$ cat config.mk
export PLATFORM = sky130hd
export DESIGN_NAME = input_capture_fifo_flat
export DESIGN_NICKNAME = d
export VERILOG_FILES = /design/src/rtl/io_pkg.sv /design/src/rtl/input_capture_fifo_if.sv /design/src/rtl/sync_fifo.sv /design/src/rtl/input_capture_fifo.sv /design/src/flat_wrapper.sv
export SDC_FILE = /design/constraint.sdc
export NUM_CORES = 1
export LEC_CHECK = 0
export ABC_AREA = 1
export CORE_ASPECT_RATIO = 1.5
export CORE_MARGIN = 1.5
export CORE_UTILIZATION = 45
export CTS_CLUSTER_SIZE = 20
export DETAILED_ROUTE_END_ITERATION = 8
export MAX_ROUTING_LAYER = met4
export PLACE_DENSITY = 0.81
export SKIP_LAST_GASP = 1
export SLEW_MARGIN = 20
export SYNTH_ARGS = -nofsm -noshare
export SYNTH_HDL_FRONTEND = slang
export SYNTH_HIERARCHICAL = 1
export SYNTH_SLANG_ARGS = --single-unit
export TNS_END_PERCENT = 20
$ cat constraint.sdc
create_clock -name clk -period 4.7 [get_ports clk]
set_input_delay 0.94 -clock clk [delete_from_list [all_inputs] [get_ports clk]]
set_output_delay 0.94 -clock clk [all_outputs]
set_load 0.05 [all_outputs]
$ cat src/rtl/io_pkg.sv
// Shared bus address map and STATUS word layout for the memory-mapped
// input capture block.
package io_pkg;

  localparam logic IO_ADDR_DATA   = 1'b0;
  localparam logic IO_ADDR_STATUS = 1'b1;

  localparam int unsigned ST_EMPTY   = 0;
  localparam int unsigned ST_FULL    = 1;
  localparam int unsigned ST_OVF     = 2;
  localparam int unsigned ST_CNT_LSB = 4;

endpackage

$ cat src/rtl/input_capture_fifo_if.sv
// Core-side bus for the capture FIFO: read/write strobes, word select,
// write data and registered read data.
interface input_capture_fifo_if;

  logic        rd_en;
  logic        wr_en;
  logic        addr;
  logic [31:0] wdata;
  logic [31:0] rdata;

  modport master (output rd_en, output wr_en, output addr, output wdata, input rdata);
  modport slave  (input rd_en, input wr_en, input addr, input wdata, output rdata);

endinterface

$ cat src/rtl/sync_fifo.sv
// Power-of-two synchronous FIFO with occupancy count; a pop on an empty
// FIFO is ignored, and a push into a full FIFO is accepted only alongside a pop.
module sync_fifo #(
  parameter int unsigned DEPTH = 4,
  parameter int unsigned CW    = 3
) (
  input  logic          clk,
  input  logic          rst,
  input  logic          push,
  input  logic          pop,
  input  logic [30:0]   din,
  output logic [30:0]   dout,
  output logic [CW-1:0] count,
  output logic          full,
  output logic          empty
);

  localparam int unsigned PW = $clog2(DEPTH);

  logic [30:0]   mem [DEPTH];
  logic [PW-1:0] wp;
  logic [PW-1:0] rp;
  logic          do_push;
  logic          do_pop;

  assign full    = (count == CW'(DEPTH));
  assign empty   = (count == '0);
  assign do_pop  = pop & ~empty;
  assign do_push = push & (~full | do_pop);
  assign dout    = mem[rp];

  always_ff @(posedge clk) begin
    if (do_push) mem[wp] <= din;
  end

  always_ff @(posedge clk or posedge rst) begin
    if (rst) begin
      wp    <= '0;
      rp    <= '0;
      count <= '0;
    end else begin
      if (do_push) wp <= wp + PW'(1);
      if (do_pop)  rp <= rp + PW'(1);
      case ({do_push, do_pop})
        2'b10:   count <= count + CW'(1);
        2'b01:   count <= count - CW'(1);
        default: count <= count;
      endcase
    end
  end

endmodule

$ cat src/rtl/input_capture_fifo.sv
// Captures din on each rising edge of start into a FIFO and exposes it to
// the core as a pop-on-read DATA word and a STATUS word with sticky overflow.
module input_capture_fifo
  import io_pkg::*;
#(
  parameter int unsigned DEPTH = 4,
  parameter int unsigned CW    = 3
) (
  input  logic                   clk,
  input  logic                   rst,
  input  logic                   start,
  input  logic [30:0]            din,
  input_capture_fifo_if.slave    bus,
  output logic                   avail
);

  logic          start_q;
  logic          push_req;
  logic          rd_data;
  logic          rd_stat;
  logic          ovf_clr;
  logic          ovf_set;
  logic          ovf;
  logic [30:0]   dout;
  logic [CW-1:0] count;
  logic          full;
  logic          empty;
  logic [31:0]   status;
  logic          unused_wdata;

  assign push_req = start & ~start_q;
  assign rd_data  = bus.rd_en & (bus.addr == IO_ADDR_DATA);
  assign rd_stat  = bus.rd_en & (bus.addr == IO_ADDR_STATUS);
  assign ovf_clr  = bus.wr_en & (bus.addr == IO_ADDR_STATUS) & bus.wdata[ST_OVF];
  // A same-cycle DATA read frees a slot, so only an unaccompanied push overflows.
  assign ovf_set  = push_req & full & ~rd_data;
  assign avail    = ~empty;

  assign unused_wdata = ^{bus.wdata[31:3], bus.wdata[1:0]};

  sync_fifo #(
    .DEPTH (DEPTH),
    .CW    (CW)
  ) u_fifo (
    .clk   (clk),
    .rst   (rst),
    .push  (push_req),
    .pop   (rd_data),
    .din   (din),
    .dout  (dout),
    .count (count),
    .full  (full),
    .empty (empty)
  );

  always_comb begin
    status                      = '0;
    status[ST_CNT_LSB +: CW]    = count;
    status[ST_OVF]              = ovf;
    status[ST_FULL]             = full;
    status[ST_EMPTY]            = empty;
  end

  always_ff @(posedge clk or posedge rst) begin
    if (rst) begin
      start_q   <= 1'b0;
      ovf       <= 1'b0;
      bus.rdata <= '0;
    end else begin
      start_q <= start;
      if (ovf_set)      ovf <= 1'b1;
      else if (ovf_clr) ovf <= 1'b0;
      if (rd_data)      bus.rdata <= empty ? '0 : {1'b0, dout};
      else if (rd_stat) bus.rdata <= status;
    end
  end

endmodule

$ cat src/flat_wrapper.sv
// flat-port wrapper written by rule: the top's interface ports become plain ports
module input_capture_fifo_flat import io_pkg::*;
#(
  parameter int unsigned DEPTH = 4,
  parameter int unsigned CW    = 3
)
  (clk, rst, start, din, avail, bus_rd_en, bus_wr_en, bus_addr, bus_wdata, bus_rdata);
  input_capture_fifo_if bus_i ();
  input  logic clk;
  input  logic rst;
  input  logic start;
  input  logic [30:0] din;
  output logic avail;
  input wire logic [$bits(bus_i.rd_en)-1:0] bus_rd_en;
  input wire logic [$bits(bus_i.wr_en)-1:0] bus_wr_en;
  input wire logic [$bits(bus_i.addr)-1:0] bus_addr;
  input wire logic [$bits(bus_i.wdata)-1:0] bus_wdata;
  output wire logic [$bits(bus_i.rdata)-1:0] bus_rdata;
  assign bus_i.rd_en = bus_rd_en;
  assign bus_i.wr_en = bus_wr_en;
  assign bus_i.addr = bus_addr;
  assign bus_i.wdata = bus_wdata;
  assign bus_rdata = bus_i.rdata;
  input_capture_fifo #(.DEPTH(DEPTH), .CW(CW)) u_core (.clk(clk), .rst(rst), .start(start), .din(din), .bus(bus_i), .avail(avail));
endmodule
After elaboration in Yosys (flattened, before gate mapping). Memory sizes are Yosys's and may differ from the RTL's. Cells that the tools add are included.

Memory bits (writable): 124. Memories: 1. Logic and storage cells: 41. Bits in registers: 41. Input bits: 69. Output and inout bits: 33.

Memory list: u_core.u_fifo.mem (depth 4, width 31, read ports 1, clocked after Yosys merged registers in 0, write ports 1, RTL line sync_fifo.sv:20) `logic [30:0] mem [DEPTH];`.

Equal/unequal tests: 3. Reduce and logical (&&, ||, !) cells: 4. Add/sub/neg operators: 4. Mux-type cells: 8. Bitwise operators: 15.

Operators with widths (count): $mux 32 (2); $mux 31 (1); $and 1x1->1 (9); $pmux 3 s2 (1); $reduce_bool 2->1 (3); $not 1->1 (5); $add 2x1->2 const B (2); $mux 1 (4); $add 3x1->3 const B (1); $eq 3x3->1 const B (1); $logic_not 3->1 (1); $sub 3x1->3 const B (1); $eq 2x1->1 const B (1); $eq 2x2->1 const B (1); $or 1x1->1 (1).

Logic depth before layout (Yosys ltp).
Depth after elaboration: 7. Mapped depth: 11. Gate-level depth less buffers: 9.

Cells and area by module. The synthesis kept the hierarchy.

Modules (own cells, without submodules): sync_fifo (seq. area each 3898.7 um2, area an instance 5049.8 um2, cells each 356, times used 1); input_capture_fifo (seq. area each 825.8 um2, area an instance 1413.9 um2, cells each 160, times used 1).

Worst setup path after synthesis. Ideal clock, no wire load.

Kind: input -> register. Start: input bus_addr. End: memory u_core.u_fifo.mem[0][0], enable pin. Library setup time: 0.419 ns. Path buffers: 1. Required time: 4.281 ns. Stages on the path: 4. Slack: 1.386 ns. Data arrival time: 2.895 ns. Cells stage by stage: buf_6 > nor2_1 > o21ai_4 > nor2_1.

Word-level cells in the longest chain between the ends: 7.

Ends and longest elaborated chain: from (decl) (RTL line flat_wrapper.sv:16) `input wire logic [$bits(bus_i.addr)-1:0] bus_addr;`; $not 1->1 (RTL line input_capture_fifo.sv:32) `assign rd_data = bus.rd_en & (bus.addr == IO_ADDR_DATA);`; $and 1x1->1 (RTL line input_capture_fifo.sv:32); net u_core.rd_data (RTL line input_capture_fifo.sv:19) `logic rd_data;`; $and 1x1->1 (RTL line sync_fifo.sv:28) `assign do_pop = pop & ~empty;`; $or 1x1->1 (RTL line sync_fifo.sv:29) `assign do_push = push & (~full | do_pop);`; $and 1x1->1 (RTL line sync_fifo.sv:29); $mux 1 (RTL line sync_fifo.sv:33) `if (do_push) mem[wp] <= din;`; $mux 1 (not written as such) (RTL line sync_fifo.sv:33); to (decl) (RTL line sync_fifo.sv:20).

The timed path passes the listed nets, and every way through them passes these cells.

Final worst setup path.
Start: register u_core.u_fifo.count[2]. End: output avail.

Word-level cells in the longest chain between the ends: 2.

Ends and longest elaborated chain: from (decl) (RTL line sync_fifo.sv:13) `output logic [CW-1:0] count,`; from (signal assigned) (RTL line sync_fifo.sv:45) `2'b10: count <= count + CW'(1);`; from (signal assigned) (RTL line sync_fifo.sv:46) `2'b01: count <= count - CW'(1);`; from (signal assigned) (RTL line sync_fifo.sv:47) `default: count <= count;`; $logic_not 3->1 (RTL line sync_fifo.sv:27) `assign empty = (count == '0);`; net u_core.empty (RTL line input_capture_fifo.sv:27) `logic empty;`; $not 1->1 (RTL line input_capture_fifo.sv:37) `assign avail = ~empty;`; to (decl) (RTL line flat_wrapper.sv:13) `output logic avail;`.

The timed path passes the listed nets, and every way through them passes these cells.

==> results.json <==
{
  "syn_area_per_cell_sq_um": 12.53,
  "vias_per_cell": 5.289,
  "drv_cap": 0,
  "yosys.cell_types.count": 30,
  "clk_pin_slew_ns": 0.06,
  "grt_use_total_pct": 19.86,
  "finalCritPeriodShare_pct": 63.74,
  "routed_wl_um": 13690,
  "rsz0062_at_grt": "no",
  "rows": 53,
  "syn-cell-area_sq_um": 6464,
  "cts.sinks": 164,
  "path_max_fanout": 4,
  "synth_top_family_by_area": "simple AND/OR/NAND/NOR gates",
  "fp.dieH_um": 149.8,
  "fmax_ghz": 0.3338,
  "dp.cells": 756,
  "place.gp.congestion": 0.7953,
  "powerDensity_nw_per_um2": 637.7,
  "worst-endpoint-arrival_ns": 2.06,
  "slew_headroom_pct": 25.09,
  "status": "complete, no violations",
  "worst-slew-pin-transition_ns": 1.124,
  "synth-simple-area-share_pct": 12.80,
  "io_buffers": 69,
  "post_cts_buffers": 0,
  "yosys-top-cells-area": "edfxtp_1 (58%), dfrtp_1 (15%), nand2_1 (5.0%)",
  "period_needed_ns": 2.996,
  "synth_compound_area_share_pct": 8.827,
  "synth_edf_count": 124,
  "dieArea_sq_um": 15110,
  "synth_flop_cell": "edfxtp_1",
  "antenna_found_initial": 0,
  "synth_top_area_share_pct": 57.61,
  "die_w_um": 100.9,
  "fin_worst_skew_ns": 0.006213,
  "cp_data_required_time_ns": 3.76,
  "final_area_sq_um": 7904,
  "crit_type": "flop to output pin",
  "grt_first_pass_wirelength_um": 21560,
  "placed_cell_area_sq_um": 7311,
  "cts_tree": "built",
  "postSynthCellCount": 516,
  "initial_core_util_pct": 46.20,
  "post_cts_resized": 0,
  "route.vias.total": 4168,
  "drc_errors": 0,
  "async_reset_ff_share_pct": 24.39,
  "grt_max_degree": 65,
  "synth_top_area_cell": "edfxtp_1",
  "io_pins": 102,
  "clock_path_buffers": 2,
  "tns_ns": 0,
  "drt_iter0_drc": 260,
  "antennaDiodeCount": 0,
  "h-tree-depth": 4,
  "area_delta_synth_final_pct": 22.28,
  "total_power_uw": 5041,
  "vdd_drop_max_uv": 271.8,
  "worstHoldPathType": "flop to flop",
  "endpoint_kind": "output pin",
  "gr-total-overflow": 0,
  "final_max_slew_viol_count": 0,
  "fin_cells": 788,
  "power_leakage_uw": 0.002964,
  "root_buffer": "clkbuf_16",
  "wl_per_cell_um": 17.37,
  "ys_ff_latch": 164,
  "pre_cts_ws_ns": 1.416,
  "synth_xor_area_share_pct": 0.2710,
  "first_pass_iters": 5,
  "numCtsBuffers": 17,
  "core_area_sq_um": 13990,
  "drive_gt1_share_pct": 11.41,
  "yosys-mux-area-fraction_pct": 0,
  "hold_buffers": 0,
  "cp-start-kind": "flop",
  "syn_nets": 590,
  "antenna_left": 0,
  "finalHoldViolations": 0,
  "insertion_delay_ns": 0.41,
  "place_hpwl_um": 8017,
  "yosys_warnings": 6,
  "ys_seq_area_share_pct": 73.09,
  "setup_violations": 0,
  "synthAdderAreaFrac_pct": 1.084,
  "setup_ws_ns": 1.704,
  "finalNetCount": 657,
  "grt_pass1_vias": 4436
}
==> Yosys cell counts, types with 2 or more instances <==
master / instances
a21oi_1: 6
nand2_4: 2
buf_4: 2
o21ai_1: 24
ha_1: 4
dfrtp_1: 40
clkbuf_1: 6
o22ai_1: 31
inv_2: 3
nand2_2: 14
edfxtp_1: 124
xor2_1: 2
buf_2: 16
inv_1: 17
o21ai_0: 42
nor2_1: 74
nand3_1: 10
buf_6: 2
nand2_1: 86
==> flip-flops by register name (all words and copies together), names as in the netlist <==
signal               flops
u_core/u_fifo/rp         2
u_core/ovf               1
u_core/u_fifo/count      3
u_core/u_fifo/mem      124
u_core/start_q           1
u_core/u_fifo/wp         2
u_core/bus.rdata        31
==> layout make-up <==
type,instances,area [sq um]
Tap cell,192,240.2
Sequential cell,164,4727
Clock buffer,18,429.2
Clock inverter,14,162.7
Multi-Input combinational cell,303,1519
Timing Repair Buffer,75,735.7
Inverter,22,90.09
Fill cell,1062,6088
==> logic make-up after synthesis <==
logic type / after synthesis
AND/OR/NAND/NOR: 191
adder cells (fa/ha/maj): 5
other: 1
AO/OA/AOI/OAI: 104
flip-flops: 164
buffers and inverters: 49
XOR/XNOR: 2
==> power by group <==
| part | internal [uW] | switching [uW] |
|---|---|---|
| logic | 519 | 1100 |
| clock network | 832 | 528 |
| registers | 1820 | 237 |
| total | 3170 | 1870 |
==> worst paths after layout <==
kind / start / to / slack, ns / cells past startpoint
max: u_core/u_fifo/count[2] / avail / 1.70 / 5
max reg2reg: u_core/u_fifo/rp[0] / u_core/bus.rdata[1] / 2.22 / 9
max in group asynchronous: rst / u_core/bus.rdata[21] / 3.14 / 3
min: u_core/bus.rdata[13] / u_core/bus.rdata[13] / 0.48 / 2
min reg2reg: u_core/bus.rdata[13] / u_core/bus.rdata[13] / 0.48 / 2
min in group asynchronous: rst / u_core/u_fifo/count[1] / 0.81 / 2
==> worst max-delay path: stages, from the launching register on <==
cell and delay [ns]:
dfrtp_1 0.42, inv_1 0.10, nand2_2 0.12, inv_1 0.10, inv_2 0.09, clkdlybuf4s50_1 0.81
==> metrics by stage <==
stage / utilization, % / hold slack (ns)
detailed placement: 52.25 / 0.4657
global route: 56.49 / 0.4964
floorplan: - / 0.4492
CTS: 56.48 / 0.4826
global placement: 52.25 / 0.4663
finish: 56.49 / 0.4762
==> routing by layer <==
layer  GRT usage [%]  share of wire [%]  vias to the layer above
met2           34.56                 55                      153
met1           20.41                 36                     2046
met5               -                  0                        -
li1                -                  -                     1931
met3           5.184                5.3                       38
met4           10.14                3.0                        0
==> layout by cell type (no fill, tap or decap), types with 4 or more instances in the layout <==
master,count
nor2_4,5
a21oi_1,6
nand2_1,86
nor2_1,70
o21ai_0,42
dfrtp_1,38
o22ai_1,31
clkdlybuf4s50_1,69
o21ai_1,24
inv_1,17
buf_4,6
clkinv_4,4
ha_1,4
nand2_2,14
clkbuf_16,17
nand3_1,10
edfxtp_1,124
Power figures use the tool's default switching activity.
